===== src/rtl/wb_arbiter_pkg.sv =====
// ---------------------------------------------------------------------------
// wb_arbiter_pkg : requester ids, writeback bundle type, index-width helper
// Rev 1.0
// ---------------------------------------------------------------------------
`default_nettype none

package wb_arbiter_pkg;

  localparam int REQ_EXU = 0;
  localparam int REQ_LSU = 1;
  localparam int REQ_MDU = 2;

  localparam int WB_DATA_W = 64;
  localparam int WB_ADDR_W = 5;
  localparam int WB_INST_W = 32;
  localparam int WB_PC_W   = 64;
  localparam int GID_W     = 3;
  localparam int CNT_W     = 64;

  typedef struct packed {
    logic                 wen;
    logic [WB_ADDR_W-1:0] addr;
    logic [WB_DATA_W-1:0] data;
    logic [WB_INST_W-1:0] inst;
    logic [WB_PC_W-1:0]   pc;
  } wb_bundle_t;

  function automatic int idx_width(input int n);
    return (n > 1) ? $clog2(n) : 1;
  endfunction

endpackage

`default_nettype wire


===== src/rtl/wb_arbiter_if.sv =====
// ---------------------------------------------------------------------------
// wb_arbiter_if : requester bundles in, committed writeback slot out
// Rev 1.0
// ---------------------------------------------------------------------------
`default_nettype none

interface wb_arbiter_if
  import wb_arbiter_pkg::*;
#(
  parameter int NUM_REQ = 3,
  parameter int DATA_W  = WB_DATA_W,
  parameter int ADDR_W  = WB_ADDR_W,
  parameter int INST_W  = WB_INST_W,
  parameter int PC_W    = WB_PC_W
);

  logic [NUM_REQ-1:0]        req_valid_i;
  logic [NUM_REQ-1:0]        req_ready_o;
  logic [NUM_REQ-1:0]        req_wen_i;
  logic [NUM_REQ*ADDR_W-1:0] req_addr_i;
  logic [NUM_REQ*DATA_W-1:0] req_data_i;
  logic [NUM_REQ*INST_W-1:0] req_inst_i;
  logic [NUM_REQ*PC_W-1:0]   req_pc_i;
  logic                      flush_i;
  logic                      out_valid_o;
  logic                      out_ready_i;
  logic                      wb_en_o;
  logic [ADDR_W-1:0]         wb_addr_o;
  logic [DATA_W-1:0]         wb_data_o;
  logic [INST_W-1:0]         inst_o;
  logic [PC_W-1:0]           pc_o;
  logic [GID_W-1:0]          grant_id_o;
  logic [CNT_W-1:0]          commit_cnt_o;

  modport slave (
    input  req_valid_i, req_wen_i, req_addr_i, req_data_i, req_inst_i,
           req_pc_i, flush_i, out_ready_i,
    output req_ready_o, out_valid_o, wb_en_o, wb_addr_o, wb_data_o,
           inst_o, pc_o, grant_id_o, commit_cnt_o
  );

  modport master (
    output req_valid_i, req_wen_i, req_addr_i, req_data_i, req_inst_i,
           req_pc_i, flush_i, out_ready_i,
    input  req_ready_o, out_valid_o, wb_en_o, wb_addr_o, wb_data_o,
           inst_o, pc_o, grant_id_o, commit_cnt_o
  );

endinterface

`default_nettype wire


===== src/rtl/wb_arbiter_rr_arbiter.sv =====
// ---------------------------------------------------------------------------
// rr_arbiter : combinational round-robin / fixed-priority one-hot arbiter
// Rev 1.0
// ---------------------------------------------------------------------------
`default_nettype none

module rr_arbiter
  import wb_arbiter_pkg::*;
#(
  parameter int NUM_REQ = 3,
  parameter int RR_EN   = 1,
  parameter int IDX_W   = idx_width(NUM_REQ)
) (
  input  logic [NUM_REQ-1:0] i_req,
  input  logic [IDX_W-1:0]   i_ptr,
  output logic [NUM_REQ-1:0] o_grant,
  output logic [IDX_W-1:0]   o_idx,
  output logic               o_valid
);

  int w_base;

  // Two passes: indices at/after the pointer first, then the wrapped-around ones.
  always_comb begin
    o_grant = '0;
    o_idx   = '0;
    o_valid = 1'b0;
    w_base  = (RR_EN != 0) ? int'(i_ptr) : 0;
    for (int j = 0; j < NUM_REQ; j++) begin
      if (!o_valid && i_req[j] && (j >= w_base)) begin
        o_valid    = 1'b1;
        o_grant[j] = 1'b1;
        o_idx      = IDX_W'(j);
      end
    end
    for (int j = 0; j < NUM_REQ; j++) begin
      if (!o_valid && i_req[j] && (j < w_base)) begin
        o_valid    = 1'b1;
        o_grant[j] = 1'b1;
        o_idx      = IDX_W'(j);
      end
    end
  end

endmodule

`default_nettype wire


===== src/rtl/wb_arbiter.sv =====
// ---------------------------------------------------------------------------
// wb_arbiter : arbitrates NUM_REQ writeback requesters into one commit slot
// Rev 1.0
// ---------------------------------------------------------------------------
`default_nettype none

module wb_arbiter
  import wb_arbiter_pkg::*;
#(
  parameter int NUM_REQ = 3,
  parameter int DATA_W  = WB_DATA_W,
  parameter int ADDR_W  = WB_ADDR_W,
  parameter int INST_W  = WB_INST_W,
  parameter int PC_W    = WB_PC_W,
  parameter int RR_EN   = 1
) (
  input  logic          clk,
  input  logic          rst,
  wb_arbiter_if.slave   bus
);

  localparam int IDX_W = idx_width(NUM_REQ);

  logic [NUM_REQ-1:0] w_grant;
  logic [IDX_W-1:0]   w_idx;
  logic               w_any;
  logic               w_load_en;
  logic               w_hs;
  logic               w_consume;
  int                 w_sel;
  wb_bundle_t         w_bundle;

  logic [IDX_W-1:0]   r_ptr;
  logic               r_out_valid;
  wb_bundle_t         r_slot;
  logic [GID_W-1:0]   r_gid;
  logic [CNT_W-1:0]   r_cnt;

  rr_arbiter #(
    .NUM_REQ (NUM_REQ),
    .RR_EN   (RR_EN),
    .IDX_W   (IDX_W)
  ) u_rr_arbiter (
    .i_req   (bus.req_valid_i),
    .i_ptr   (r_ptr),
    .o_grant (w_grant),
    .o_idx   (w_idx),
    .o_valid (w_any)
  );

  assign w_load_en       = (!r_out_valid || bus.out_ready_i) && !bus.flush_i;
  assign bus.req_ready_o = w_grant & {NUM_REQ{w_load_en}};
  assign w_hs            = w_any && w_load_en;
  assign w_consume       = r_out_valid && bus.out_ready_i;
  assign w_sel           = int'(w_idx);

  // Writes to x0 still commit, just without a regfile write.
  always_comb begin
    w_bundle.addr = bus.req_addr_i[w_sel*ADDR_W +: ADDR_W];
    w_bundle.data = bus.req_data_i[w_sel*DATA_W +: DATA_W];
    w_bundle.inst = bus.req_inst_i[w_sel*INST_W +: INST_W];
    w_bundle.pc   = bus.req_pc_i[w_sel*PC_W +: PC_W];
    w_bundle.wen  = bus.req_wen_i[w_idx] && (|w_bundle.addr);
  end

  always_ff @(posedge clk or negedge rst) begin
    if (!rst) begin
      r_ptr       <= '0;
      r_out_valid <= 1'b0;
      r_slot      <= '0;
      r_gid       <= '0;
      r_cnt       <= '0;
    end else begin
      if (w_consume) begin
        r_cnt <= r_cnt + CNT_W'(1);
      end
      if (w_hs) begin
        r_slot      <= w_bundle;
        r_out_valid <= 1'b1;
        r_gid       <= GID_W'(w_idx);
        if (RR_EN != 0) begin
          r_ptr <= (w_idx == IDX_W'(NUM_REQ-1)) ? '0 : w_idx + IDX_W'(1);
        end
      end else if (w_consume || bus.flush_i) begin
        r_out_valid <= 1'b0;
        r_slot.wen  <= 1'b0;
      end
    end
  end

  assign bus.out_valid_o  = r_out_valid;
  assign bus.wb_en_o      = r_slot.wen;
  assign bus.wb_addr_o    = r_slot.addr;
  assign bus.wb_data_o    = r_slot.data;
  assign bus.inst_o       = r_slot.inst;
  assign bus.pc_o         = r_slot.pc;
  assign bus.grant_id_o   = r_gid;
  assign bus.commit_cnt_o = r_cnt;

endmodule

`default_nettype wire

===== src/flat_wrapper.sv =====
// flat-port wrapper written by rule: the top's interface ports become plain ports
module wb_arbiter_flat import wb_arbiter_pkg::*;
#(
  parameter int NUM_REQ = 3,
  parameter int DATA_W  = WB_DATA_W,
  parameter int ADDR_W  = WB_ADDR_W,
  parameter int INST_W  = WB_INST_W,
  parameter int PC_W    = WB_PC_W,
  parameter int RR_EN   = 1
)
  (clk, rst, bus_req_valid_i, bus_req_wen_i, bus_req_addr_i, bus_req_data_i, bus_req_inst_i, bus_req_pc_i, bus_flush_i, bus_out_ready_i, bus_req_ready_o, bus_out_valid_o, bus_wb_en_o, bus_wb_addr_o, bus_wb_data_o, bus_inst_o, bus_pc_o, bus_grant_id_o, bus_commit_cnt_o);
  wb_arbiter_if #(.NUM_REQ(NUM_REQ), .DATA_W(DATA_W), .ADDR_W(ADDR_W), .INST_W(INST_W), .PC_W(PC_W)) bus_i ();
  input  logic clk;
  input  logic rst;
  input wire logic [$bits(bus_i.req_valid_i)-1:0] bus_req_valid_i;
  input wire logic [$bits(bus_i.req_wen_i)-1:0] bus_req_wen_i;
  input wire logic [$bits(bus_i.req_addr_i)-1:0] bus_req_addr_i;
  input wire logic [$bits(bus_i.req_data_i)-1:0] bus_req_data_i;
  input wire logic [$bits(bus_i.req_inst_i)-1:0] bus_req_inst_i;
  input wire logic [$bits(bus_i.req_pc_i)-1:0] bus_req_pc_i;
  input wire logic [$bits(bus_i.flush_i)-1:0] bus_flush_i;
  input wire logic [$bits(bus_i.out_ready_i)-1:0] bus_out_ready_i;
  output wire logic [$bits(bus_i.req_ready_o)-1:0] bus_req_ready_o;
  output wire logic [$bits(bus_i.out_valid_o)-1:0] bus_out_valid_o;
  output wire logic [$bits(bus_i.wb_en_o)-1:0] bus_wb_en_o;
  output wire logic [$bits(bus_i.wb_addr_o)-1:0] bus_wb_addr_o;
  output wire logic [$bits(bus_i.wb_data_o)-1:0] bus_wb_data_o;
  output wire logic [$bits(bus_i.inst_o)-1:0] bus_inst_o;
  output wire logic [$bits(bus_i.pc_o)-1:0] bus_pc_o;
  output wire logic [$bits(bus_i.grant_id_o)-1:0] bus_grant_id_o;
  output wire logic [$bits(bus_i.commit_cnt_o)-1:0] bus_commit_cnt_o;
  assign bus_i.req_valid_i = bus_req_valid_i;
  assign bus_i.req_wen_i = bus_req_wen_i;
  assign bus_i.req_addr_i = bus_req_addr_i;
  assign bus_i.req_data_i = bus_req_data_i;
  assign bus_i.req_inst_i = bus_req_inst_i;
  assign bus_i.req_pc_i = bus_req_pc_i;
  assign bus_i.flush_i = bus_flush_i;
  assign bus_i.out_ready_i = bus_out_ready_i;
  assign bus_req_ready_o = bus_i.req_ready_o;
  assign bus_out_valid_o = bus_i.out_valid_o;
  assign bus_wb_en_o = bus_i.wb_en_o;
  assign bus_wb_addr_o = bus_i.wb_addr_o;
  assign bus_wb_data_o = bus_i.wb_data_o;
  assign bus_inst_o = bus_i.inst_o;
  assign bus_pc_o = bus_i.pc_o;
  assign bus_grant_id_o = bus_i.grant_id_o;
  assign bus_commit_cnt_o = bus_i.commit_cnt_o;
  wb_arbiter #(.NUM_REQ(NUM_REQ), .DATA_W(DATA_W), .ADDR_W(ADDR_W), .INST_W(INST_W), .PC_W(PC_W), .RR_EN(RR_EN)) u_core (.clk(clk), .rst(rst), .bus(bus_i));
endmodule

===== config.mk =====
export PLATFORM = sky130hd
export DESIGN_NAME = wb_arbiter_flat
export DESIGN_NICKNAME = d
export VERILOG_FILES = /design/src/rtl/wb_arbiter_pkg.sv /design/src/rtl/wb_arbiter_if.sv /design/src/rtl/wb_arbiter_rr_arbiter.sv /design/src/rtl/wb_arbiter.sv /design/src/flat_wrapper.sv
export SDC_FILE = /design/constraint.sdc
export NUM_CORES = 1
export LEC_CHECK = 0
export ABC_AREA = 0
export BUFFER_PORTS_ARGS = -buffer_cell sky130_fd_sc_hd__buf_2
export CAP_MARGIN = 5
export CORE_AREA = 2 2 286 288
export CTS_BUF_LIST = sky130_fd_sc_hd__clkbuf_8
export DETAILED_ROUTE_END_ITERATION = 10
export DIE_AREA = 0 0 288 290
export GPL_TIMING_DRIVEN = 1
export REMOVE_ABC_BUFFERS = 1
export SLEW_MARGIN = 0
export SYNTH_ARGS = -nofsm -noshare
export SYNTH_HDL_FRONTEND = slang
export SYNTH_SLANG_ARGS = --single-unit
export TNS_END_PERCENT = 1

===== constraint.sdc =====
create_clock -name clk -period 6.46 [get_ports clk]
set_input_delay 1.292 -clock clk [delete_from_list [all_inputs] [get_ports clk]]
set_output_delay 1.292 -clock clk [all_outputs]
set_load 0.03 [all_outputs]

* After elaboration in Yosys (flattened, before gate mapping)
Cells that the tools add are included. W data, S select, Z words.
Storage, ports and cells: bits in registers 235, bits of input ports 505, output and inout bits 237, word-level logic and storage cells 73
Operators by class: add/sub/neg operators 2, multipliers 1, $lt $le $gt $ge 7, equality and inequality tests 1, shift-type cells 4, muxes and demuxes 22, bitwise logic cells 1, reduce and logical (&&, ||, !) cells 26
Operators by type and width (number):
- $shiftx A192 B9 Y64 | 2
- $shiftx A96 B8 Y32 | 1
- $add A64 B1 Y64 const B | 1
- $shiftx A15 B32 Y5 | 1
- $mux W1 | 16
- $logic_and A1 B1 Y1 | 15
- $mux W2 | 5
- $logic_not A1 Y1 | 7
- $mul A2 B3 Y5 const B | 1
- $reduce_or A5 Y1 | 1
- $ge A1 B2 Y1 const A | 2
- $lt A1 B2 Y1 const A | 2
- $and A3 B3 Y3 | 1
- $lt A2 B3 Y1 const B | 1
- $add A2 B1 Y2 const B | 1
- $bmux W1 S2 | 1
- $eq A2 B2 Y1 const B | 1
- $ge A2 B2 Y1 const A | 1
- $logic_or A1 B1 Y1 | 2
- $lt A2 B2 Y1 const A | 1
- $reduce_bool A2 Y1 | 1

* Longest topological paths before layout
Gate-level depths: netlist (run 1).
depth in word-level cells 28, mapped depth 9, gate-level depth less buffers 7

* By module
Synthesis (run 1) repeated with hierarchy kept, for this count alone.
Unflattened totals: cell total of the unflattened synthesis 1312, area, all modules 12203.0 um^2
Modules (own cells, without submodules):
- wb_arbiter | instances 1, cells each 1299, area an instance 12115.4 um^2, sequential area each 5880.6 um^2
- rr_arbiter | instances 1, cells each 13, area an instance 87.6 um^2, sequential area each 0.0 um^2

* Worst setup path after synthesis (run 1)
OpenSTA, ideal clock, no wires.
kind input -> output, start point input bus_req_valid_i[2], end point output bus_req_ready_o[1], arrival time 2.576 ns, data required time 5.168 ns, slack 2.592 ns, stages on the path 4, buffers on the path 1, cells stage by stage nor2b_1 o21a_1 nor3_1 clkbuf_1
On the way: word-level cells in the longest chain between the ends 12
Ends and longest elaborated chain:
- from (decl) | RTL line flat_wrapper.sv:15 | input wire logic [$bits(bus_i.req_valid_i)-1:0] bus_req_valid_i;
- $logic_and A1 B1 Y1 (*) (2 in series) | RTL line wb_arbiter_rr_arbiter.sv:30 | if (!o_valid && i_req[j] && (j >= w_base)) begin
- $mux W1 (*) | RTL line wb_arbiter_rr_arbiter.sv:30
- $logic_not A1 Y1 | RTL line wb_arbiter_rr_arbiter.sv:37 | if (!o_valid && i_req[j] && (j < w_base)) begin
- $logic_and A1 B1 Y1 (2 in series) | RTL line wb_arbiter_rr_arbiter.sv:37
- $mux W1 (*) | RTL line wb_arbiter_rr_arbiter.sv:37
- $logic_not A1 Y1 (*) | RTL line wb_arbiter_rr_arbiter.sv:37
- $logic_and A1 B1 Y1 (*) (2 in series) | RTL line wb_arbiter_rr_arbiter.sv:37
- $mux W1 (*) | RTL line wb_arbiter_rr_arbiter.sv:37
- $and A3 B3 Y3 (*) | RTL line wb_arbiter.sv:52 | assign bus.req_ready_o = w_grant & {NUM_REQ{w_load_en}};
- to (decl) | RTL line flat_wrapper.sv:23 | output wire logic [$bits(bus_i.req_ready_o)-1:0] bus_req_ready_o;
Mark *: on every way between the ends. The rest lies on a longest branch, timed or not.

* Worst setup path in the final report (run 1)
start point input bus_out_ready_i, end point output bus_req_ready_o[0]
On the way: word-level cells in the longest chain between the ends 3
Ends and longest elaborated chain:
- from (decl) | RTL line flat_wrapper.sv:22 | input wire logic [$bits(bus_i.out_ready_i)-1:0] bus_out_ready_i;
- $logic_or A1 B1 Y1 | RTL line wb_arbiter.sv:51 | assign w_load_en = (!r_out_valid || bus.out_ready_i) && !bus.flush_i;
- $logic_and A1 B1 Y1 | RTL line wb_arbiter.sv:51
- $and A3 B3 Y3 | RTL line wb_arbiter.sv:52
No other way between the ends.

==> impl_metrics.yaml, run 1 <==
die:
  die_height_um: 290
  dieArea_sq_um: 83500
  core_sq_um: 80200
  initial_core_util: 0.138
  io_pins: 742
  rows: 104
  die_x_um: 288
cts:
  htreeDepth: 2
  clk_latency_ps: 610
  cts.sinks: 235
  cts.clk_slew.worst_paths_ps: 60
  hold_buffers: 0
  cts-root-buf: "clkbuf_8"
  cts_made_buffers: 44
  cts_resized: 0
  cts_setup_buffers: 0
  clockBufferDepth: 3
  cts_tree: "yes"
global_route:
  grt_pass1_wl_mm: 84.6
  antenna_found_initial: 22
  grt_use_total: 0.139
  grt_max_degree: 130
  grt_pass1_vias: 12000
  overflow: 0
route:
  wl_mm: 61.4
  drt_first_pass_iters: 7
  drc_errors: 0
  vias: 12100
  drt.antenna.violating_nets: 0
  drt_iter0_markers: 687
  routedWlPerCell_um: 21.2
  vias_per_cell: 4.18
pwr:
  p_per_area_nw_per_um2: 310
  finalPower_mw: 5.21
  leakage_nw: 8.34
  ir_drop_v: 0.000159
setup_path:
  crit_type: "input pin to output pin"
  cp_cell_sequence: "buf_2 -> nand2b_1 -> nand2b_1 -> a211oi_4 -> buf_2"
  critPathSlowestCell: "a211oi_4"
  worstSetupStartpointType: "input pin"
  r2r-end: "u_core.bus.wb_data_o[23]"
  r2r-start: "u_core.r_ptr[1]"
  reg2reg_depth: 7
  crit_buf_inv: 2
  end_kind: "output pin"
  cpPeakStageDelay_ps: 630
  critPathMaxFanout: 5
  endpoint: "bus_req_ready_o[0]"
  crit_start: "bus_out_ready_i"
  crit_family: "compound AO/OA/AOI/OAI gates"
  crit_required_ps: 5170
  rrSetupSlack_ps: 3440
  arrival_ps: 2710
  cp.depth: 5
logic_synthesis:
  yosys.cell_types.count: 46
  synth_top_area_frac: 0.533
  ys.flop_type: "dfrtp_1"
  yosysWarnings: 0
  synth_seq_cells: 235
  async_flop_share: 1.00
  synth_area_leader_cell: "dfrtp_1"
  synth-seq-area-share: 0.533
  synth-edff-count: 0
  synth_cells: 1078
  synthesis.area_sq_um: 11000
  ys_top_cells_by_area: "dfrtp_1, a22oi_1, o21ai_0"
  syn_area_per_cell_sq_um: 10.2
outcome:
  run_status: "finished clean"
timing:
  skew_ps: 28.6
  drv_slew: 0
  hold_viol: 0
  tightest_slew_ps: 914
  maxSlewHeadroom: 0.391
  setup_violations: 0
  max_freq_mhz: 250
  rsz0062_at_grt: "no"
  post-route-period-util: 0.619
  min_period_ps: 4000
hold_path:
  whs_path_depth: 1
  hold_path.class: "flip-flop to flip-flop"
final_layout:
  nets: 2297
  syn_to_final_growth_pct: 52.5
  most-common-layout-cells: "buf_2, a22oi_1, dfrtp_1"
  drive_gt1_frac: 0.463
  layout_commonest_cell: "buf_2"
  fillCellCount: 8888
  fin_area_sq_um: 16800
place:
  gp_congestion: 0.936
  postPlaceCellArea_sq_um: 15900
  place_hpwl_mm: 48.7
  io_buffer_count: 740
run:
  max_cap_viol_count: 0
[stage by stage]
step / worst slack, ps / util / std cells / TNS, ps / hold slack [ps]
floorplan: -1800 / - / 988 / -161350 / 537
CTS: 2390 / 0.210 / 2882 / 0 / 480
finish: 2460 / 0.210 / 2892 / 0 / 472
global placement: 2400 / 0.198 / 2805 / 0 / 456
detailed placement: 2400 / 0.198 / 2805 / 0 / 464
global route: 2330 / 0.210 / 2890 / 0 / 502
[flip-flops by register name (all words and copies together) (netlist names)]
register and flops:
u_core.bus.commit_cnt_o 64, u_core.bus.pc_o 64, u_core.bus.wb_data_o 64, u_core.bus.inst_o 32
u_core.bus.wb_addr_o 5, u_core.bus.grant_id_o 2, u_core.r_ptr 2, u_core.bus.out_valid_o 1
u_core.bus.wb_en_o 1
[metal layers]
layer  track usage  wire [um]  vias up
li1              -          -     5535
met1         0.160      23600     5756
met2         0.236      29400      677
met3        0.0455       6060      117
met4        0.0571       2250        8
met5             0         46        -
[cell type report]
class / instances / area (sq um) / share of cell area
sequential: 235 / 5880 / 0.350
multi-input combinational: 742 / 4790 / 0.284
timing repair buffer: 757 / 3870 / 0.230
tap: 1060 / 1330 / 0.0788
clock buffer: 59 / 812 / 0.0483
clock inverter: 18 / 85.1 / 0.00506
inverter: 11 / 41.3 / 0.00245
antenna: 10 / 25.0 / 0.00149
[power breakdown]
group / internal [mW] / switching, mW / total [mW]
Clock: 0.811 / 0.690 / 1.50
Combinational: 0.534 / 1.27 / 1.80
Sequential: 1.74 / 0.175 / 1.91
[synthesized netlist by cell type, types with 2 or more instances]
master and n:
a21o_1 4, a21oi_1 3, a221oi_1 4, a222oi_1 32
a22oi_1 241, a31oi_1 15, and2_1 7, and3_1 5
and4_1 5, buf_1 4, buf_2 16, buf_4 2
clkbuf_1 68, dfrtp_1 235, inv_1 11, nand2_1 113
nand2b_1 5, nand3_1 28, nand4_1 11, nor2_1 42
nor2b_1 4, nor3_1 9, nor3_2 4, nor4_1 2
o21ai_0 120, o31a_1 3, or2_2 3, or4_1 3
xnor2_1 39, xor2_1 24
[cell families (layout without fill, tap and decap cells)]
group,after synthesis,in the layout,share of synthesized area
buffers and inverters,101,845,0.0369
other,1,11,0.000340
multiplexers,1,1,0.00102
XOR/XNOR,63,63,0.0500
AND/OR/NAND/NOR,250,250,0.109
adder cells (fa/ha/maj),1,1,0.00113
AO/OA/AOI/OAI,426,426,0.269
flip-flops,235,235,0.533
[how the worst min path moves through the flow]
stage | from | to | slack [ps]
3_5_place_dp | u_core.bus.commit_cnt_o[63] | u_core.bus.commit_cnt_o[63] | 460
2_1_floorplan | u_core.r_ptr[0] | u_core.r_ptr[0] | 540
4_1_cts | u_core.bus.wb_addr_o[4] | u_core.bus.wb_addr_o[4] | 480
3_3_place_gp | u_core.bus.commit_cnt_o[63] | u_core.bus.commit_cnt_o[63] | 460
5_1_grt | u_core.bus.wb_addr_o[4] | u_core.bus.wb_addr_o[4] | 500
6_report | u_core.bus.commit_cnt_o[63] | u_core.bus.commit_cnt_o[63] | 470
Power figures use the tool's default switching activity.
==> run 2: changes to the inputs <==
Settings changed: CORE_AREA 2 2 286 288 to 2 2 293 295, DIE_AREA 0 0 288 290 to 0 0 295 297.
Clock period 6.46 ns to 3.75 ns, I/O delays scaled along.
==> run 2 against run 1 <==
  * Flip-flop and latch count did not move
  * Setup slack got worse by 2100 ps
  * Register-to-register slack got worse by 2400 ps
  * Core utilization fell by 0.31 points
  * Hold slack lost 290 ps
  * Final area grew 3.9%
  * Clock power increased by 100%
  * Total power grew 82%
  * Clock skew is 6.3 ps lower
==> impl_metrics.yaml, run 2 (synthesized netlist as in run 1, its figures left out) <==
global_route:
  grt_max_degree: 86
  antenna_found_initial: 13
  overflow: 0
  grt_pass1_vias: 12100
  grt_use_total: 0.129
  grt_pass1_wl_mm: 82.7
timing:
  maxSlewHeadroom: 0.257
  setup_violations: 0
  rsz0062_at_grt: "no"
  skew_ps: 22.3
  tightest_slew_ps: 1110
  post-route-period-util: 0.901
  drv_slew: 0
  max_freq_mhz: 296
  min_period_ps: 3380
  hold_viol: 0
final_layout:
  syn_to_final_growth_pct: 58.4
  layout_commonest_cell: "buf_2"
  drive_gt1_frac: 0.475
  most-common-layout-cells: "buf_2, a22oi_1, dfrtp_1"
  layout.cells.non_filler: 3014
  nets: 2334
route:
  vias_per_cell: 4.03
  wl_mm: 59.0
  vias: 12200
  drt_first_pass_iters: 8
  drt.antenna.violating_nets: 0
  routedWlPerCell_um: 19.6
  drt_iter0_markers: 821
  drc_errors: 0
die:
  die_height_um: 297
  io_pins: 742
  rows: 107
  dieArea_sq_um: 87600
  initial_core_util: 0.131
  die_x_um: 295
  core_sq_um: 84500
cts:
  clk_latency_ps: 600
  cts.sinks: 235
  clockBufferDepth: 3
  cts_resized: 0
  cts_made_buffers: 45
  cts_setup_buffers: 0
  hold_buffers: 0
  htreeDepth: 2
  cts_tree: "yes"
  cts-root-buf: "clkbuf_8"
  cts.clk_slew.worst_paths_ps: 60
setup_path:
  crit_required_ps: 3000
  crit_buf_inv: 2
  critPathMaxFanout: 7
  cpPeakStageDelay_ps: 650
  arrival_ps: 2630
  critPathSlowestCell: "nor3_2"
  end_kind: "output pin"
  worstSetupStartpointType: "flip-flop"
  crit_family: "simple AND/OR/NAND/NOR gates"
  crit_type: "flip-flop to output pin"
  cp_cell_sequence: "nor2b_1 -> o21a_1 -> nor3_2 -> buf_4 -> buf_2"
place:
  gp_congestion: 0.900
  dp.cells: 2925
  io_buffer_count: 740
  place_hpwl_mm: 47.7
pwr:
  p_per_area_nw_per_um2: 544
  finalPower_mw: 9.50
  ir_drop_v: 0.000391
  leakage_nw: 8.63
run:
  max_cap_viol_count: 0
hold_path:
  hold_path.class: "input pin to asynchronous set/reset pin"
outcome:
  run_status: "finished clean"
run 2: cell count changes in the layout (fill, tap and decap cells not counted), sizes merged:
cell    previous run  this run
buf              757       793
bufinv             0         6
clkbuf            59        60
clkinv             5         3
diode             10         7
run 2: cell type report:
type / instances / area, sq um
clock inverter: 22 / 251
inverter: 11 / 41.3
multi-input combinational: 742 / 4790
fill: 9294 / 67000
timing repair buffer: 793 / 4240
clock buffer: 60 / 826
antenna: 7 / 17.5
tap: 1144 / 1430
sequential: 235 / 5880
run 2: power by group:
part           total (mW)  switching (mW)  leakage [nW]  internal (mW)
registers            3.31           0.315          2.95           2.99
logic                3.17            2.18          5.10          0.990
clock network        3.03            1.19         0.587           1.84
total                9.50            3.68          8.63           5.82
run 2: metrics by stage:
step / utilization / TNS [ps] / setup WS, ps / area, sq um / hold WS (ps)
6_report: 0.207 / 0 / 370 / 17500 / 187
3_5_place_dp: 0.194 / 0 / 436 / 16400 / 458
5_1_grt: 0.207 / 0 / 188 / 17500 / 179
2_1_floorplan: - / -504750 / -3440 / 10700 / 454
4_1_cts: 0.207 / 0 / 225 / 17500 / 139
3_3_place_gp: 0.194 / 0 / 480 / 16400 / 454
run 2: path summary, 6_finish.rpt:
check	startpoint	to	slack (ps)	cells past startpoint
min	rst	u_core.bus.pc_o[53]	190	1
max reg2reg	u_core.r_ptr[1]	u_core.bus.inst_o[4]	1070	7
max in group asynchronous	rst	u_core.bus.wb_data_o[37]	2770	2
max	u_core.r_ptr[0]	bus_req_ready_o[1]	370	5
min in group clk	bus_flush_i	u_core.bus.out_valid_o	330	2
min reg2reg	u_core.bus.wb_addr_o[4]	u_core.bus.wb_addr_o[4]	470	2
run 2: per-layer routing:
layer,GRT usage,routed length [um]
met5,0,27
met4,0.0533,2540
met1,0.155,23800
met2,0.211,27000
met3,0.0413,5730
